===== src/rtl/fetch_pkg.sv =====
`default_nettype none
// ============================================================================
//  Module      : fetch_pkg
//  Description : Shared types and constants for the instruction fetch stage:
//                FSM state encoding, the canonical NOP word and the
//                {instr, pc} fetch packet.
//  Revision    : 1.0 - initial release
// ============================================================================
package fetch_pkg;

  // Fetch FSM states; explicit 2-bit encoding.
  typedef enum logic [1:0] {
    IDLE = 2'd0,
    WAIT = 2'd1,
    DROP = 2'd2
  } fetch_state_t;

  // addi x0, x0, 0
  localparam logic [31:0] NOP_INSTR = 32'h0000_0013;

  // Instruction word together with the address it was fetched from.
  typedef struct packed {
    logic [31:0] instr;
    logic [31:0] pc;
  } fetch_pkt_t;

endpackage
`default_nettype wire


===== src/rtl/fetch_skid.sv =====
`default_nettype none
// ============================================================================
//  Module      : fetch_skid
//  Description : One-entry skid buffer for a 64-bit fetch packet
//                ({instr, pc}). Catches a returned word while decode is
//                stalled so the output register never loses one.
//  Ports       : clk, rst     - clock, asynchronous active-high reset
//                clear        - empty the buffer (highest priority)
//                load, in_pkt - capture in_pkt and mark full
//                unload       - mark empty (data consumed by the reader)
//                full, pkt    - occupancy flag and held packet
//  Revision    : 1.0 - initial release
// ============================================================================
module fetch_skid (
  input  logic        clk,
  input  logic        rst,
  input  logic        clear,
  input  logic        load,
  input  logic        unload,
  input  logic [63:0] in_pkt,
  output logic        full,
  output logic [63:0] pkt
);

  logic        r_full;
  logic [63:0] r_data;

  // load and unload are never requested together by the fetch stage (load
  // needs a stall, unload needs no stall), so load simply wins.
  always_ff @(posedge clk or posedge rst) begin
    if (rst) begin
      r_full <= 1'b0;
      r_data <= '0;
    end else if (clear) begin
      r_full <= 1'b0;
    end else if (load) begin
      r_full <= 1'b1;
      r_data <= in_pkt;
    end else if (unload) begin
      r_full <= 1'b0;
    end
  end

  assign full = r_full;
  assign pkt  = r_data;

endmodule
`default_nettype wire


===== src/rtl/instr_fetch.sv =====
`default_nettype none
// ============================================================================
//  Module      : instr_fetch
//  Description : Instruction fetch stage. Issues single-outstanding requests
//                to instruction memory from pc_in, registers the returned
//                word with its address for decode, absorbs decode stalls in a
//                one-entry skid buffer, discards responses made stale by a
//                flush, and raises a sticky error when memory stops answering.
//  Ports       : clk, rst               - clock, asynchronous active-high reset
//                pc_in                  - address to fetch
//                flush                  - redirect; target on pc_in next cycle
//                stall                  - decode cannot accept a new word
//                imem_rdata, imem_valid - memory response
//                imem_req, imem_addr    - registered memory request
//                instr_out, instr_pc,
//                instr_valid            - packet presented to decode
//                pc_advance             - PC may step this cycle
//                fetch_err              - sticky watchdog error
//  Revision    : 1.0 - initial release
// ============================================================================
module instr_fetch
  import fetch_pkg::*;
#(
  parameter int          TIMEOUT = 16,
  parameter logic [31:0] NOP     = NOP_INSTR
) (
  input  logic        clk,
  input  logic        rst,
  input  logic [31:0] pc_in,
  input  logic        flush,
  input  logic        stall,
  input  logic [31:0] imem_rdata,
  input  logic        imem_valid,
  output logic        imem_req,
  output logic [31:0] imem_addr,
  output logic [31:0] instr_out,
  output logic [31:0] instr_pc,
  output logic        instr_valid,
  output logic        pc_advance,
  output logic        fetch_err
);

  localparam logic [7:0] C_TIMEOUT = 8'(TIMEOUT);

  fetch_state_t r_state;
  fetch_state_t w_state_next;

  logic        w_resp;
  logic        w_issue;
  logic        w_skid_full;
  logic        w_skid_load;
  logic        w_skid_unload;
  fetch_pkt_t  w_resp_pkt;
  fetch_pkt_t  w_skid_pkt;
  logic [7:0]  r_wd_cnt;
  logic [1:0]  w_unused_pc_lsb;

  // Misaligned PCs are silently truncated to a word boundary.
  assign w_unused_pc_lsb = pc_in[1:0];

  // In WAIT a request is always outstanding, so imem_valid alone qualifies it.
  assign w_resp     = (r_state == WAIT) && imem_valid;
  assign pc_advance = w_resp && !flush;
  assign w_resp_pkt = '{instr: imem_rdata, pc: imem_addr};

  // ---------------------------------------------------------------- FSM ----
  always_ff @(posedge clk or posedge rst) begin
    if (rst) begin
      r_state <= IDLE;
    end else begin
      r_state <= w_state_next;
    end
  end

  always_comb begin
    w_state_next = r_state;
    unique case (r_state)
      IDLE: begin
        if (!flush && !w_skid_full) begin
          w_state_next = WAIT;
        end
      end
      WAIT: begin
        if (flush) begin
          w_state_next = imem_valid ? IDLE : DROP;
        end else if (imem_valid && stall) begin
          // Word goes to the skid; hold off until decode drains it.
          w_state_next = IDLE;
        end
      end
      DROP: begin
        // The stale response retires the outstanding request even if another
        // flush lands in the same cycle; otherwise keep waiting for it.
        if (imem_valid) begin
          w_state_next = IDLE;
        end
      end
      default: w_state_next = IDLE;
    endcase
  end

  // Decide when a new request address is captured from pc_in.
  always_comb begin
    w_issue = 1'b0;
    unique case (r_state)
      IDLE:    w_issue = !flush && !w_skid_full;
      WAIT:    w_issue = pc_advance && !stall;   // back-to-back request
      default: w_issue = 1'b0;
    endcase
  end

  // ------------------------------------------------------------ request ----
  always_ff @(posedge clk or posedge rst) begin
    if (rst) begin
      imem_req  <= 1'b0;
      imem_addr <= 32'd0;
    end else begin
      imem_req <= (w_state_next != IDLE);
      if (w_issue) begin
        imem_addr <= {pc_in[31:2], 2'b00};
      end
    end
  end

  // --------------------------------------------------------------- skid ----
  assign w_skid_load   = pc_advance && stall;
  assign w_skid_unload = !flush && !stall && w_skid_full;

  fetch_skid u_skid (
    .clk    (clk),
    .rst    (rst),
    .clear  (flush),
    .load   (w_skid_load),
    .unload (w_skid_unload),
    .in_pkt (w_resp_pkt),
    .full   (w_skid_full),
    .pkt    (w_skid_pkt)
  );

  // ---------------------------------------------------- output register ----
  // The skid always holds the older word, so it drains before a new response
  // could be taken (and while it is full no request is outstanding anyway).
  always_ff @(posedge clk or posedge rst) begin
    if (rst) begin
      instr_out   <= NOP;
      instr_pc    <= 32'd0;
      instr_valid <= 1'b0;
    end else if (flush) begin
      instr_out   <= NOP;
      instr_valid <= 1'b0;
    end else if (!stall) begin
      if (w_skid_full) begin
        instr_out   <= w_skid_pkt.instr;
        instr_pc    <= w_skid_pkt.pc;
        instr_valid <= 1'b1;
      end else if (pc_advance) begin
        instr_out   <= w_resp_pkt.instr;
        instr_pc    <= w_resp_pkt.pc;
        instr_valid <= 1'b1;
      end else begin
        instr_valid <= 1'b0;
      end
    end
  end

  // ----------------------------------------------------------- watchdog ----
  // Saturating count of unanswered request cycles; the error is sticky and
  // the request itself is left outstanding.
  always_ff @(posedge clk or posedge rst) begin
    if (rst) begin
      r_wd_cnt  <= 8'd0;
      fetch_err <= 1'b0;
    end else if (imem_req && !imem_valid) begin
      if (r_wd_cnt != C_TIMEOUT) begin
        r_wd_cnt <= r_wd_cnt + 8'd1;
      end
      if (r_wd_cnt >= C_TIMEOUT - 8'd1) begin
        fetch_err <= 1'b1;
      end
    end else if (imem_req && imem_valid) begin
      r_wd_cnt <= 8'd0;
    end
  end

endmodule
`default_nettype wire


===== config.mk =====
export PLATFORM = sky130hd
export DESIGN_NAME = instr_fetch
export DESIGN_NICKNAME = d
export VERILOG_FILES = /design/src/rtl/fetch_pkg.sv /design/src/rtl/fetch_skid.sv /design/src/rtl/instr_fetch.sv
export SDC_FILE = /design/constraint.sdc
export NUM_CORES = 1
export LEC_CHECK = 0
export BUFFER_PORTS_ARGS = -buffer_cell sky130_fd_sc_hd__buf_2
export CORE_UTILIZATION = 53
export CTS_CLUSTER_DIAMETER = 40
export DETAILED_ROUTE_END_ITERATION = 7
export HOLD_SLACK_MARGIN = 0.08
export PLACE_DENSITY = 0.88
export SLEW_MARGIN = 40
export SYNTH_ARGS = -nofsm -noshare
export SYNTH_HDL_FRONTEND = slang
export SYNTH_SLANG_ARGS = --single-unit

===== constraint.sdc =====
create_clock -name clk -period 6.7 [get_ports clk]
set_clock_uncertainty 0.15 [all_clocks]
set_input_delay 0 -clock clk [delete_from_list [all_inputs] [get_ports clk]]
set_output_delay 0 -clock clk [all_outputs]
set_load 0.01 [all_outputs]

[After elaboration in Yosys (flattened, before gate mapping)]
Index checks and enable logic that the tools add are counted.
Cells by class
  multiplexer cells: 23
  $lt $le $gt $ge: 1
  equal/unequal tests: 5
  bitwise gates (word level): 2
  add/subtract/negate cells: 1
  reduce and logical (&&, ||, !) cells: 25
Operator list (number)
  $mux 32: 6
  $mux 8: 3
  $logic_and 1x1->1: 10
  $mux 2: 5
  $add 8x1->8 const B: 1
  $ge 8x4->1 const B: 1
  $ne 8x5->1 const B: 1
  $reduce_and 2->1: 4
  $mux 1: 7
  $pmux 2 s3: 1
  $reduce_bool 2->1: 3
  $reduce_bool 3->1: 2
  $logic_not 1->1: 4
  $reduce_and 3->1: 1
  $eq 2x1->1 const B: 1
  $eq 2x2->1 const B: 1
  $logic_not 2->1: 1
  $ne 2x1->1 const B: 1
  $ne 2x2->1 const B: 1
  $not 1->1: 2
  $pmux 1 s2: 1
Word-level totals
  bits of input ports: 69
  register bits after elaboration: 170
  output and inout port bits: 100

[Logic depth before layout (Yosys ltp)]
Gate-level depths: netlist of run 1.
  word-level depth: 7
  gate-level depth with buffers: 5

[Cells and area by module]
Synthesis of run 1 repeated with hierarchy kept, for this count alone.
Unflattened totals
  cell total of the unflattened synthesis: 498
  area, all modules: 7631.1 um^2
By module, submodules not included
  instr_fetch: cells each 357, times used 1, seq. area each 2681.3 um^2, area an instance 4885.9 um^2
  fetch_skid: cells each 141, times used 1, seq. area each 1626.6 um^2, area an instance 2745.1 um^2

[Worst setup path after synthesis of run 1]
Ideal clock, no wire load.
  path type: register to register
  from: register u_skid.r_full, in the netlist u_skid.full
  to: register instr_pc[19]
  slack: 4963 ps
  arrival time: 1459 ps
  period minus slack after synthesis: 1737 ps
  cell stages (with the launch flop): 5
  setup time: 127 ps
  cell sequence: dfrtp_1 -> buf_2 -> clkbuf_1 -> mux2_2 -> mux2_1
Between the ends
  cells in the longest elaborated chain, start to end: 2
  elaborated cells on any way between the ends: 3
  those cells by class: 1 x mux; 2 x reduce/logical
RTL lines
  start: declaration: line fetch_skid.sv:25  | logic r_full;
  start signal: assignment: line fetch_skid.sv:32  | r_full <= 1'b0;
  start signal: assignment: line fetch_skid.sv:35  | r_full <= 1'b0;
  start signal: assignment: line fetch_skid.sv:37  | r_full <= 1'b1;
  $reduce_bool 2->1 (no line)
  $reduce_and 3->1 (no line)
  end signal: assignment: line instr_fetch.sv:154  | instr_pc <= w_skid_pkt.pc;
  end signal: assignment: line instr_fetch.sv:158  | instr_pc <= w_resp_pkt.pc;
  end: declaration: line instr_fetch.sv:37  | output logic [31:0] instr_pc,
Several ways; a longest one is shown, not always the timed one.
A chain may end at the register's enable or synchronous reset.

[Worst setup path in the final report of run 1]
  from: register u_skid.r_full, in the netlist u_skid.full
  to: register instr_pc[30]
The elaborated chain is that of the path after synthesis.

==> results_dict.tcl, run 1 <==
set metrics [dict create \
    cts_tree "done" \
    yosysTopAreaCell "dfrtp_1" \
    worstSetupPathType "register to register" \
    dp_hpwl_mm 10.7 \
    p_per_area_mw_per_mm2 334 \
    cts_resized 0 \
    num_rows 43 \
    antenna_found_initial 0 \
    syn_area_sq_mm 0.00753 \
    path_common_cell "buf_4" \
    clock_latency_ps 430 \
    synth-edff-count 0 \
    nFillCells 930 \
    synth_cells 555 \
    ios 169 \
    grt_overflow_total 0 \
    fmax_ghz 0.306 \
    p_int_uw 2310 \
    cpMaxStageDelayCell "dfrtp_2" \
    ys_ff_latch 168 \
    stdcell_area_sq_mm 0.00978 \
    grt_max_degree 114 \
    gp_congestion 0.825 \
    worstPathCellList "buf_4 > inv_2 > a211oi_4 > buf_4 > mux2_2" \
    n_antenna_cell 0 \
    area_growth_pct 29.8 \
    die_h_um 121 \
    layout_common_cells "mux2_2 (174), dfrtp_1 (164), buf_2 (162)" \
    grt_pass1_vias 6010 \
    die-area_sq_mm 0.0147 \
    setup-violations-final 0 \
    path_buf_inv 3 \
    p_leak_uw 0.00441 \
    drc 0 \
    synth-async-reset-ratio 1.00 \
    postCtsSetupRepairBufs 0 \
    yosysUniqueCellTypes 44 \
    slew_violations 0 \
    viasPerCell 5.57 \
    hp-class "input port to register" \
    synth_top_area_share 0.548 \
    cpLargestDelayFamily "buffers and inverters" \
    hold_viol_final 0 \
    swShare 0.294 \
    arrival_ps 3420 \
    seq_area_frac_synth 0.559 \
    rsz0062_at_grt "false" \
    final_layout_size_suffix_gt1_frac 0.494 \
    wl_per_cell_um 19.1 \
    grt_use_total 0.267 \
    yosys_warnings 0 \
    p_seq_frac 0.461 \
    netSwitchingPower_uw 962 \
    core_area_sq_mm 0.0139 \
    clockPowerShare 0.303 \
    port_buffers 162 \
    p_comb_frac 0.236 \
    grt_first_pass_wirelength_mm 30.0 \
    period_minus_slack_ps 3260 \
    tns_ps 0 \
    htreeDepth 4 \
    outcome "finished, final reports clean" \
    start_util 0.543 \
    clock-sinks 168 \
    vias 5384 \
    drtIter0Drc 340 \
    finalCritPeriodShare 0.487 \
    cp-start-kind "register" \
    synth-main-ff-cell "dfrtp_1" \
    cpPeakStageDelay_ps 820 \
    required_ps 6860 \
    die_width_um 121 \
    synth_top_cells_by_area "dfrtp_1 (55%), mux2_2 (26%), a211oi_1 (6.1%), inv_1 (1.8%), mux2_1 (1.2%)" \
    placedCellCount 865 \
    vdd_drop_max_uv 258 \
    fin_cells 966 \
    clk_pin_slew_ps 70 \
    postSynthAreaPerCell_sq_um 13.6 \
    layout.nets 844 \
    critPathMaxFanout 36 \
    antenna_left 0 \
    slew_headroom 0.498 \
    worstMarginPinSlew_ps 753 \
    place_area_sq_mm 0.00846 \
    drt_wl_total_mm 18.4 \
    cts_made_buffers 17 \
    final_common_cell "mux2_2" \
    critPathCaptureType "register" \
    drv_cap 0 \
    clockBufferDepth 2 \
    dr.pass1.iters 4 \
    cts_root_buf "clkbuf_16" \
]
worst reg2reg max path, cell delays in order, from the launching register on:
cell	delay, ps
dfrtp_2	820
buf_4	590
inv_2	440
a211oi_4	310
buf_4	420
mux2_2	420
power groups by stage:
stage	Sequential, uW	Combinational (uW)	Clock (uW)
floorplan	1530	409	0
global placement	1480	686	0
detailed placement	1510	727	0
CTS	1500	761	1000
global route	1550	834	1050
finish	1510	770	990
cell usage after synthesis (2+ instances only):
cell type / n
nand2b_1: 4
clkbuf_1: 16
o21ai_0: 3
o21bai_1: 2
inv_1: 36
mux2i_1: 5
buf_6: 3
and2_1: 3
or3_1: 2
a211oi_1: 61
buf_4: 4
nor2b_1: 2
mux2_2: 174
mux2_1: 8
nor2_1: 9
ha_1: 2
dfstp_2: 3
a21oi_1: 3
buf_1: 3
o41ai_1: 3
dfrtp_1: 165
buf_2: 15
nand2_1: 6
nand3_1: 3
state kept, by name (all words and copies together) (netlist names):
register	flops
u_skid.pkt	62
instr_out	32
imem_addr	30
instr_pc	30
r_wd_cnt	8
r_state	2
fetch_err	1
imem_req	1
instr_valid	1
u_skid.full	1
repair_timing:
item	CTS	global route
hold buffers	66	1
hold endpoints to repair	219	54
setup endpoints to repair	0	0
logic make-up after synthesis:
kind of cell | synth area share
compound gates | 0.0825
fa+ha+maj | 0.00332
buf+inv | 0.0463
flops | 0.559
mux | 0.279
other cells | 0.000498
simple gates | 0.0301
final timing paths:
check	from	end	slack [ps]	depth (start not counted)
setup / recovery	u_skid.full	instr_pc[30]	3440	5
hold / removal	pc_in[15]	imem_addr[15]	190	3
setup reg to reg	u_skid.full	instr_pc[30]	3440	5
hold reg to reg	u_skid.pkt[54]	u_skid.pkt[54]	340	1
max in group asynchronous	rst	u_skid.full	4440	6
min in group asynchronous	rst	imem_addr[17]	540	4
final cells by class:
class / count / area (sq um) / share of cell area
multi-input cells: 312 / 3000 / 0.307
clock inverters: 13 / 144 / 0.0147
inverters: 37 / 146 / 0.0150
flip-flops and latches: 168 / 4210 / 0.430
clock buffers: 19 / 453 / 0.0463
repair buffers: 237 / 1600 / 0.164
well taps: 180 / 225 / 0.0230
layer usage:
metal	vias up	part of all wire	global-route usage
li1	2424	-	-
met1	2760	0.39	0.306
met2	172	0.53	0.484
met3	28	0.059	0.0752
met4	0	0.013	0.0764
met5	-	0	0
stage by stage:
step,setup slack [ps],power (uW),hold slack [ps],util
after CTS,3460,3260,149,0.700
after global routing,3290,3430,189,0.705
after global placement,3490,2170,66.5,0.606
final,3440,3270,194,0.705
after detailed placement,3460,2240,62.2,0.610
after floorplan,2010,1940,-18.3,-
No activity file was read; power rests on OpenSTA's default activity.
==> run 2, diff against run 1 <==
--- a/config.mk
+++ b/config.mk
@@ -6,11 +6,11 @@
 export NUM_CORES = 1
 export LEC_CHECK = 0
 export BUFFER_PORTS_ARGS = -buffer_cell sky130_fd_sc_hd__buf_2
-export CORE_UTILIZATION = 53
+export CORE_UTILIZATION = 49
 export CTS_CLUSTER_DIAMETER = 40
 export DETAILED_ROUTE_END_ITERATION = 7
 export HOLD_SLACK_MARGIN = 0.08
-export PLACE_DENSITY = 0.88
+export PLACE_DENSITY = 0.86
 export SLEW_MARGIN = 40
 export SYNTH_ARGS = -nofsm -noshare
 export SYNTH_HDL_FRONTEND = slang
==> constraint.sdc (replaced) <==
create_clock -name clk -period 2.8 [get_ports clk]
set_clock_uncertainty 0.15 [all_clocks]
set_input_delay 0 -clock clk [delete_from_list [all_inputs] [get_ports clk]]
set_output_delay 0 -clock clk [all_outputs]
set_load 0.01 [all_outputs]
==> results_dict.tcl, run 2 (same netlist as run 1, synthesis figures left out) <==
set metrics [dict create \
    outcome "finished, final reports clean" \
    vias 5370 \
    drt_wl_total_mm 18.0 \
    largest_reg_flops 62 \
    cts_root_buf "clkbuf_16" \
    placedCellCount 877 \
    grt_max_degree 94 \
    grt_first_pass_wirelength_mm 29.7 \
    grt_overflow_total 0 \
    hold_viol_final 0 \
    rsz0062_at_grt "false" \
    num_rows 44 \
    worstSetupPathType "register to register" \
    cp-startpoint "r_state[0]" \
    period_minus_slack_ps 2270 \
    stdcell_area_sq_mm 0.00981 \
    p_leak_uw 0.00444 \
    layout.nets 849 \
    critPathMaxFanout 32 \
    antenna_left 0 \
    setup-violations-final 0 \
    ios 169 \
    port_buffers 162 \
    crit-reg2reg-launch "r_state[0]" \
    drv_cap 0 \
    hp-class "input port to asynchronous set/reset pin" \
    clk_pin_slew_ps 60 \
    p_per_area_mw_per_mm2 801 \
    viasPerCell 5.51 \
    dp_hpwl_mm 10.9 \
    slew_headroom 0.605 \
    gp_congestion 0.781 \
    area_growth_pct 30.2 \
    fmax_ghz 0.441 \
    antenna_found_initial 0 \
    die_width_um 126 \
    fin_cells 975 \
    drtIter0Drc 295 \
    dr.pass1.iters 4 \
    start_util 0.511 \
    layout_common_cells "mux2_2 (174), dfrtp_1 (164), buf_2 (162)" \
    tns_ps 0 \
    htreeDepth 4 \
    pre_cts_ws_ps 542 \
    final_common_cell "mux2_2" \
    cts_resized 0 \
    die-area_sq_mm 0.0159 \
    clock_latency_ps 430 \
    vdd_drop_max_uv 619 \
    wl_per_cell_um 18.5 \
    critPathCaptureType "register" \
    arrival_ps 2420 \
    cts_made_buffers 17 \
    clock-sinks 168 \
    grt_use_total 0.240 \
    cp-start-kind "register" \
    n_antenna_cell 0 \
    grt_pass1_vias 5886 \
    clockBufferDepth 2 \
    hold_buffers 66 \
    final_layout_size_suffix_gt1_frac 0.497 \
    die_h_um 126 \
    drc 0 \
    worstMarginPinSlew_ps 593 \
    setup_ws_ps 533 \
    finalCritPeriodShare 0.810 \
    slew_violations 0 \
    required_ps 2950 \
    place_area_sq_mm 0.00853 \
    postCtsSetupRepairBufs 0 \
    cts_tree "done" \
    core_area_sq_mm 0.0148 \
]
-- run 2: layout make-up --
cell class                 instances  area [sq um]
fill                            1014          4950
sequential                       168          4210
tap                              184           230
clock buffer                      18           439
clock inverter                    14           173
multi-input combinational        312          3000
inverter                          37           143
timing repair buffer             242          1610
-- run 2: power breakdown --
| group | leakage, uW | total, uW | internal, uW | switching (uW) |
|---|---|---|---|---|
| Combinational | 0.00207 | 1820 | 1020 | 806 |
| Clock | 0.000297 | 2440 | 1440 | 1000 |
| Sequential | 0.00207 | 3590 | 3130 | 455 |
-- run 2: per-stage QoR --
stage | utilization | total power [uW] | hold WS, ps
floorplan | - | 4650 | -18.3
global placement | 0.578 | 5200 | 19.8
detailed placement | 0.578 | 5360 | 19.3
CTS | 0.665 | 7890 | 109
global route | 0.665 | 8240 | 172
finish | 0.665 | 7850 | 121
-- run 2: final timing paths --
kind	slack, ps	endpoint	cells after the start
worst max-delay path	530	u_skid.pkt[60]	5
worst min register to register	340	fetch_err	1
worst min-delay path	120	u_skid.pkt[7]	4
min in group clk	190	imem_addr[7]	3
worst max register to register	530	u_skid.pkt[60]	5
max in group asynchronous	1920	u_skid.full	4
-- run 2: per-layer routing --
| layer | wire [um] | vias to the layer above | GRT usage |
|---|---|---|---|
| met5 | 0 | - | 0 |
| met4 | 260 | 0 | 0.101 |
| met3 | 967 | 26 | 0.0629 |
| met2 | 9500 | 193 | 0.420 |
| met1 | 7280 | 2721 | 0.278 |
| li1 | - | 2430 | - |
-- run 2: critical path, cell delays in order, from the launching register on --
cell	delay (ps)
dfrtp_1	470
nand3b_4	280
buf_4	300
nor2_4	120
buf_4	410
mux2_2	400
